--- config.mk ---
export PLATFORM = sky130hd
export DESIGN_NAME = delay_line_prog
export DESIGN_NICKNAME = d
export VERILOG_FILES = /design/src/rtl/delay_pkg.sv /design/src/rtl/delay_evq.sv /design/src/rtl/delay_line_prog.sv
export SDC_FILE = /design/constraint.sdc
export NUM_CORES = 1
export LEC_CHECK = 0
export ABC_AREA = 1
export ABC_CLOCK_PERIOD_IN_PS = 2250
export CORE_UTILIZATION = 45
export CTS_BUF_LIST = sky130_fd_sc_hd__clkbuf_8
export DETAILED_ROUTE_END_ITERATION = 10
export PLACE_DENSITY = 0.65
export SETUP_SLACK_MARGIN = 0.1
export SLEW_MARGIN = 30
export SYNTH_ARGS = -nofsm -noshare
export SYNTH_HDL_FRONTEND = slang
export SYNTH_SLANG_ARGS = --single-unit
--- constraint.sdc ---
create_clock -name clk -period 2.25 [get_ports clk]
set_input_delay 0.45 -clock clk [delete_from_list [all_inputs] [get_ports clk]]
set_output_delay 0.45 -clock clk [all_outputs]
set_load 0.01 [all_outputs]
--- src/rtl/delay_pkg.sv ---
// ============================================================================
// Module   : delay_pkg
// Purpose  : Shared constants, width helpers and the queue entry type for
//            the programmable two-phase delay line.
// Revision : 1.0 - initial release
// ============================================================================
`default_nettype none

package delay_pkg;

  // Default delay-setting width and queue depth
  localparam int unsigned DW_DEF    = 4;
  localparam int unsigned DEPTH_DEF = 4;

  // Occupancy counter must represent 0..DEPTH inclusive
  function automatic int unsigned occ_w(input int unsigned depth);
    return $clog2(depth + 1);
  endfunction

  // Pointer width, never narrower than one bit (DEPTH=1 still needs a pointer)
  function automatic int unsigned ptr_w(input int unsigned depth);
    return (depth > 1) ? $clog2(depth) : 1;
  endfunction

  localparam int unsigned OCC_W_DEF = occ_w(DEPTH_DEF);
  localparam int unsigned PTR_W_DEF = ptr_w(DEPTH_DEF);

  // One in-flight event: valid flag plus its remaining cycle count
  typedef struct packed {
    logic              valid;
    logic [DW_DEF-1:0] cnt;
  } entry_t;

endpackage

`default_nettype wire

--- src/rtl/delay_evq.sv ---
// ============================================================================
// Module   : delay_evq
// Purpose  : Circular event queue with a saturating down-counter per entry.
//            Entries leave strictly in arrival order; the head may only pop
//            once its own count has reached zero.
// Revision : 1.0 - initial release
// ============================================================================
`default_nettype none

module delay_evq
  import delay_pkg::*;
#(
  parameter int unsigned DW    = DW_DEF,
  parameter int unsigned DEPTH = DEPTH_DEF
) (
  input  logic          clk,
  input  logic          rstn,
  input  logic          push_i,
  input  logic [DW-1:0] dly_i,
  input  logic          pop_i,
  output logic          full_o,
  output logic          empty_o,
  output logic          head_zero_o
);

  localparam int unsigned     PW       = ptr_w(DEPTH);
  localparam int unsigned     OW       = occ_w(DEPTH);
  localparam logic [PW-1:0]   LAST     = PW'(DEPTH - 1);
  localparam logic [OW-1:0]   FULL_OCC = OW'(DEPTH);

  // Same layout as delay_pkg::entry_t, sized by this instance's DW
  typedef struct packed {
    logic          valid;
    logic [DW-1:0] cnt;
  } evq_entry_t;

  evq_entry_t    ent_q [DEPTH];
  evq_entry_t    ent_d [DEPTH];
  logic [PW-1:0] head_q, head_d;
  logic [PW-1:0] tail_q, tail_d;
  logic [OW-1:0] occ_q,  occ_d;

  function automatic logic [PW-1:0] nxt(input logic [PW-1:0] p);
    return (p == LAST) ? '0 : p + 1'b1;
  endfunction

  assign full_o      = (occ_q == FULL_OCC);
  assign empty_o     = (occ_q == '0);
  assign head_zero_o = (ent_q[head_q].cnt == '0);

  // Countdown all live entries, then apply pop and push (push last so a
  // full-queue push into the slot being vacated wins)
  always_comb begin
    head_d = head_q;
    tail_d = tail_q;
    occ_d  = occ_q;
    for (int i = 0; i < int'(DEPTH); i++) begin
      ent_d[i] = ent_q[i];
      if (ent_q[i].valid && (ent_q[i].cnt != '0)) begin
        ent_d[i].cnt = ent_q[i].cnt - 1'b1;
      end
    end
    if (pop_i) begin
      ent_d[head_q] = '0;
      head_d        = nxt(head_q);
    end
    if (push_i) begin
      ent_d[tail_q] = '{valid: 1'b1, cnt: dly_i};
      tail_d        = nxt(tail_q);
    end
    if (push_i && !pop_i) begin
      occ_d = occ_q + 1'b1;
    end else if (pop_i && !push_i) begin
      occ_d = occ_q - 1'b1;
    end
  end

  // Queue state registers; reset discards every pending event
  always_ff @(posedge clk or negedge rstn) begin
    if (!rstn) begin
      for (int i = 0; i < int'(DEPTH); i++) begin
        ent_q[i] <= '0;
      end
      head_q <= '0;
      tail_q <= '0;
      occ_q  <= '0;
    end else begin
      for (int i = 0; i < int'(DEPTH); i++) begin
        ent_q[i] <= ent_d[i];
      end
      head_q <= head_d;
      tail_q <= tail_d;
      occ_q  <= occ_d;
    end
  end

endmodule

`default_nettype wire

--- src/rtl/delay_line_prog.sv ---
// ============================================================================
// Module   : delay_line_prog
// Purpose  : Runtime-programmable delay for two-phase request lines. Each
//            transition on inR reappears on outR dly+1 cycles after capture,
//            with up to DEPTH transitions in flight.
// Options  : DELAY_LINE_SYNC_EN - adds a 2-flop synchroniser on inR (capture
//            moves two cycles later; inR may then be asynchronous).
// Revision : 1.0 - initial release
// ============================================================================
`default_nettype none

module delay_line_prog
  import delay_pkg::*;
#(
  parameter int unsigned DW    = DW_DEF,
  parameter int unsigned DEPTH = DEPTH_DEF
) (
  input  logic          clk,
  input  logic          rstn,
  input  logic          inR,
  input  logic [DW-1:0] dly,
  output logic          outR,
  output logic          busy,
  output logic          ovf
);

  logic inR_s;
  logic inR_q, inR_d;
  logic outR_q, outR_d;
  logic ovf_q, ovf_d;
  logic evt, push, pop, drop;
  logic full, empty, head_zero;

`ifdef DELAY_LINE_SYNC_EN
  logic [1:0] sync_q;

  // Two-flop synchroniser so inR may come from another clock domain
  always_ff @(posedge clk or negedge rstn) begin
    if (!rstn) begin
      sync_q <= 2'b00;
    end else begin
      sync_q <= {sync_q[0], inR};
    end
  end

  assign inR_s = sync_q[1];
`else
  assign inR_s = inR;
`endif

  // A level change against the last sampled level is one event. A full
  // queue still accepts when the head leaves at the same edge.
  assign evt  = inR_s ^ inR_q;
  assign pop  = !empty && head_zero;
  assign push = evt && (!full || pop);
  assign drop = evt && full && !pop;

  delay_evq #(
    .DW    (DW),
    .DEPTH (DEPTH)
  ) u_evq (
    .clk         (clk),
    .rstn        (rstn),
    .push_i      (push),
    .dly_i       (dly),
    .pop_i       (pop),
    .full_o      (full),
    .empty_o     (empty),
    .head_zero_o (head_zero)
  );

  // Next-state: track input level, toggle output per release, latch drops
  always_comb begin
    inR_d  = inR_s;
    outR_d = outR_q ^ pop;
    ovf_d  = ovf_q | drop;
  end

  // Edge-detect, output phase and sticky overflow registers
  always_ff @(posedge clk or negedge rstn) begin
    if (!rstn) begin
      inR_q  <= 1'b0;
      outR_q <= 1'b0;
      ovf_q  <= 1'b0;
    end else begin
      inR_q  <= inR_d;
      outR_q <= outR_d;
      ovf_q  <= ovf_d;
    end
  end

  assign outR = outR_q;
  assign busy = !empty;
  assign ovf  = ovf_q;

endmodule

`default_nettype wire

After elaboration in Yosys (flattened, before gate mapping)
Index checks and enable logic that the tools add are counted.

Register bits: 30. Bits of input ports: 7. Output and inout bits: 3. Word-level logic and storage cells: 78.

Add/sub/neg operators: 8. $lt $le $gt $ge: 4. Equality and inequality tests: 3. Multiplexer cells: 18. Bitwise logic cells: 7. Reductions and logical operators: 24.

Operators by type and width (number): $mux 20 (2); $mux 4 (6); $and 20x20->20 (1); $bwmux 20 (1); $demux 5 s2 (2); $not 20->20 (1); $reduce_bool 4->1 (4); $sub 4x1->4 const B (4); $logic_and 1x1->1 (12); $bmux 5 s2 (1); $mux 5 (2); $ge 3x3->1 const B (2); $lt 3x1->1 const B (2); $mux 3 (2); $not 2->3 (2); $add 2x1->2 const B (2); $eq 2x2->1 const B (2); $logic_not 1->1 (4); $logic_not 4->1 (1); $mux 2 (2); $add 3x1->3 const B (1); $eq 3x3->1 const B (1); $logic_not 3->1 (1); $sub 3x1->3 const B (1); other kinds (4) (5).

Logic depth before layout (Yosys ltp)
Depth after elaboration: 12. Gate-level depth with buffers: 13. Mapped depth without buffers: 13.

Hierarchy
A second synthesis with hierarchy kept.

Cells, all modules: 237. Area total of the unflattened synthesis: 1800.5 um^2.

Modules (own cells, without submodules): delay_evq (times used 1, cells an instance 218, area each 1654.1 um^2, sequential area each 675.6 um^2); delay_line_prog (times used 1, cells an instance 19, area each 146.4 um^2, sequential area each 75.1 um^2).

Worst setup path after synthesis
Ideal clock, no wire load.

Kind: flip-flop to flip-flop. From: reg u_evq.head_q[0]. To: reg u_evq.occ_q[2]. Setup time: 0.131 ns. Arrival: 2.014 ns. Required time: 2.119 ns. Slack: 0.105 ns. Stages on the path, launching flop included: 14. Buffers on the path: 0. Period minus slack after synthesis: 2.145 ns. Path through: dfrtp_1 inv_2 nand3_1 nand3_2 nand3_4 nand2_8 nand2_2 inv_2 ha_1 inv_1 fa_1 a21oi_1 o21ai_0 xor2_1.

Word-level cells in the longest chain between the ends: 11. Elaborated cells on any way between the ends: 14. Those cells by class: 4 x mux; 1 x bitwise; 9 x reduce/logical.

Ends and longest elaborated chain: start, declared (line delay_evq.sv:39) `logic [PW-1:0] head_q, head_d;`; start signal, assigned (line delay_evq.sv:84) `head_q <= '0;`; start signal, assigned (line delay_evq.sv:91) `head_q <= head_d;`; $not 2->3 (implied by the code) * (line delay_evq.sv:49) `assign head_zero_o = (ent_q[head_q].cnt == '0);`; $bmux 5 s2 * (line delay_evq.sv:49); $mux 4 (implied by the code) * (2 in series) (line delay_evq.sv:49); $logic_not 4->1 * (line delay_evq.sv:49); $logic_and 1x1->1 * (line delay_line_prog.sv:54) `assign pop = !empty && head_zero;`; $logic_or 1x1->1 (line delay_line_prog.sv:55) `assign push = evt && (!full || pop);`; $logic_and 1x1->1 (line delay_line_prog.sv:55); $logic_not 1->1 (line delay_evq.sv:73) `end else if (pop_i && !push_i) begin`; $logic_and 1x1->1 (line delay_evq.sv:73); $reduce_bool 2->1 (no source line); end signal, assigned (line delay_evq.sv:86) `occ_q <= '0;`; end signal, assigned (line delay_evq.sv:93) `occ_q <= occ_d;`; end, declared (line delay_evq.sv:41) `logic [OW-1:0] occ_q, occ_d;`.

Every way passes the cells marked *; elsewhere a longest branch is shown, timed or not. The select of a mux whose other input is x is not followed. A chain may end at the register's enable or synchronous reset.

Worst setup path after layout
From: reg u_evq.ent_q[13] (netlist bit). To: reg u_evq.occ_q[1].

Elaborated cells on any way between the ends: 13. Those cells by class: 4 x mux; 9 x reduce/logical.

RTL lines: start, declared (line delay_evq.sv:37) `evq_entry_t ent_q [DEPTH];`; start signal, assigned by index (line delay_evq.sv:89) `ent_q[i] <= ent_d[i];`; $bmux 5 s2 * (line delay_evq.sv:49); $mux 4 (implied by the code) * (2 in series) (line delay_evq.sv:49); $logic_not 4->1 * (line delay_evq.sv:49); $logic_and 1x1->1 * (line delay_line_prog.sv:54); $logic_or 1x1->1 (line delay_line_prog.sv:55); $logic_and 1x1->1 (line delay_line_prog.sv:55); $logic_and 1x1->1 * (line delay_evq.sv:71) `if (push_i && !pop_i) begin`; $mux 3 * (line delay_evq.sv:71); named net u_evq.occ_d[1] (line delay_evq.sv:41).

Mark *: on every way through the listed nets, which the timed path passes. The rest lies on a longest branch. The select of a mux whose other input is x is not followed.

==> impl_metrics.env <==
export IMPL_outcome="finished clean"
export IMPL_drive_above_1_share_pct=16.3
export IMPL_first_pass_iters=4
export IMPL_drc_errors=0
export IMPL_placed_cell_area_um2=2070
export IMPL_synth_avg_cell_area_um2=8.19
export IMPL_critPathRequiredTime_ns=2.41
export IMPL_crit_type="reg2reg"
export IMPL_final_nets=278
export IMPL_tightest_slew_ns=0.385
export IMPL_overflow=0
export IMPL_yosysTopAreaCell="dfrtp_1"
export IMPL_slew_headroom_pct=74.3
export IMPL_grt_pass1_vias=1378
export IMPL_synth_seq_cells=30
export IMPL_fmax_ghz=0.478
export IMPL_die_area_um2=4450
export IMPL_ys_top_cells_by_area="dfrtp_1, nand2_1, ha_1"
export IMPL_viasPerCell=4.90
export IMPL_leakage_nw=1.09
export IMPL_cp_max_fo=3
export IMPL_final_area_um2=2230
export IMPL_final_cells=307
export IMPL_finalSetupViolCount=0
export IMPL_ys_types=23
export IMPL_grt_use_total_pct=18.9
export IMPL_cp_start_kind="register"
export IMPL_io_pin_count=10
export IMPL_hp_class="reg2reg"
export IMPL_io_buffers=9
export IMPL_final_max_slew_violation_count=0
export IMPL_syn_num_nets=251
export IMPL_dp_cells=294
export IMPL_initial_core_util_pct=47.1
export IMPL_dp_hpwl_um=2530
export IMPL_ant_nets=0
export IMPL_hold_viol=0
export IMPL_post_route_min_period_ns=2.09
export IMPL_ctsRootBufferMaster="clkbuf_8"
export IMPL_wirelength_um=3550
export IMPL_grt_pass1_wl_um=6180
export IMPL_post_route_util_pct=55.8
export IMPL_numCtsBuffers=5
export IMPL_clock_skew_ns=0.00591
export IMPL_min_period_over_period_pct=92.9
export IMPL_synth_cells=230
export IMPL_drv_cap=0
export IMPL_cp_arrival_ns=2.25
export IMPL_wl_per_cell_um=11.6
export IMPL_p_per_area_nw_per_um2=1620
export IMPL_fp_dieW_um=66.7
export IMPL_synth_top_area_share_pct=39.8
export IMPL_dr_first_iter_drc_count=93
export IMPL_seq_area_frac_synth_pct=39.8
export IMPL_clkLatencyLatePin_ns=0.28
export IMPL_core_rowCount=23
export IMPL_num_vias=1504
export IMPL_yosysWarnings=0
export IMPL_core_area_um2=4000
export IMPL_die_h_um=66.7
export IMPL_clkSinkCount=30
export IMPL_ir_drop_v=0.000892
export IMPL_layout_common_cells="nand2_1, inv_1, dfrtp_1"
export IMPL_mostFrequentLayoutCell="nand2_1"
export IMPL_finalPower_mw=3.61
export IMPL_gp_congestion=0.803
export IMPL_syn_area_um2=1880
export IMPL_cts_tree="built"
export IMPL_htree_levels=2
export IMPL_cp_end_kind="register"
export IMPL_grt_max_degree=31
export IMPL_max_clock_path_buffers=2
export IMPL_rsz0062_at_grt="true"
export IMPL_clkTransAtPathRegs_ns=0.06
export IMPL_syn_to_final_growth_pct=18.4
export IMPL_antenna_found_initial=0
export IMPL_num_antenna_cells=0
## routing by layer
| layer | part of all wire [%] | up-vias | GRT usage [%] |
|---|---|---|---|
| met3 | 3.0 | 6 | 5.65 |
| met1 | 49 | 694 | 24.6 |
| li1 | - | 789 | - |
| met4 | 1.4 | 0 | 6.38 |
| met5 | 0 | - | 0 |
| met2 | 47 | 15 | 29.7 |
## stage by stage
stage	hold slack, ns	setup WS (ns)	setup TNS, ns
floorplan	0.154	0.105	0
global placement	0.463	-0.0383	-0.0603
detailed placement	0.465	-0.0882	-0.145
CTS	0.476	0.103	0
global route	0.489	0.0269	0
finish	0.477	0.160	0
## cells in the mapped netlist
cell and n:
a21oi_1 8, nor2_1 30, dfrtp_1 30, nand3_1 8, mux2_2 1, xor2_1 5
nor2_2 1, o21bai_1 1, o21ai_1 14, nand4_1 8, nand2_2 1, nor3_2 1
buf_4 1, ha_1 13, nand3_4 5, o21ai_0 9, nand2_1 51, nand3_2 2
nand2_8 1, fa_1 1, inv_2 3, inv_1 29, xnor2_1 7
## what timing repair did
item | 4_1_cts | 5_1_grt
hold buffers | 0 | 0
resized for setup | 0 | 13
buffers inserted | 0 | 6
endpoints found under the setup margin | 0 | 2
## cell families (layout without fill, tap and decap cells)
logic type      Yosys count  after routing  share of synthesized area (%)
xor+xnor                 12             12                           5.58
fa+ha+maj                14             14                           9.69
flops                    30             30                           39.8
simple gates            108            108                           28.9
buf+inv                  33             60                           6.77
mux                       1              1                          0.598
compound gates           32             32                           8.63
## final cells by class
type | instances | area (um^2)
fillers | 394 | 1770
repair buffers | 21 | 180
inverters | 32 | 123
clock buffers | 5 | 68.8
multi-input cells | 167 | 1040
flip-flops and latches | 30 | 752
well taps | 50 | 62.6
clock inverters | 2 | 7.51
## critical path, cell delays in order, from the launching register on
cell     delay (ns)
dfrtp_1        0.42
nor2_2         0.16
nand3_1        0.11
nand3_2        0.11
nand3_4        0.11
buf_4          0.17
ha_4           0.15
inv_2          0.06
fa_2           0.42
mux2_2         0.26
## sequential cells by signal (all words and copies together), names as in the netlist
name	cells
inR_q	1
u_evq.tail_q	2
ovf	1
u_evq.head_q	2
u_evq.ent_q	20
u_evq.occ_q	3
outR	1
## where the power goes
group	total (mW)	leakage, nW	internal [mW]	switching (mW)
sequential	1.08	0.349	0.827	0.251
combinational	2.14	0.690	0.976	1.16
clock	0.392	0.0466	0.203	0.189
## path summary, 6_finish.rpt
path,slack [ns],from,cells after the start,endpoint
worst max-delay path,0.16,u_evq.ent_q[13]$_DFF_PN0_,9,u_evq.occ_q[1]$_DFFE_PN0P_
worst min-delay path,0.48,outR$_DFF_PN0_,1,outR$_DFF_PN0_
worst max register to register,0.16,u_evq.ent_q[13]$_DFF_PN0_,9,u_evq.occ_q[1]$_DFFE_PN0P_
worst min register to register,0.48,outR$_DFF_PN0_,1,outR$_DFF_PN0_
max in group asynchronous,1.38,rstn,2,u_evq.head_q[0]$_DFFE_PN0N_
min in group asynchronous,0.56,rstn,2,u_evq.ent_q[14]$_DFF_PN0_
Power figures use the tool's default switching activity.
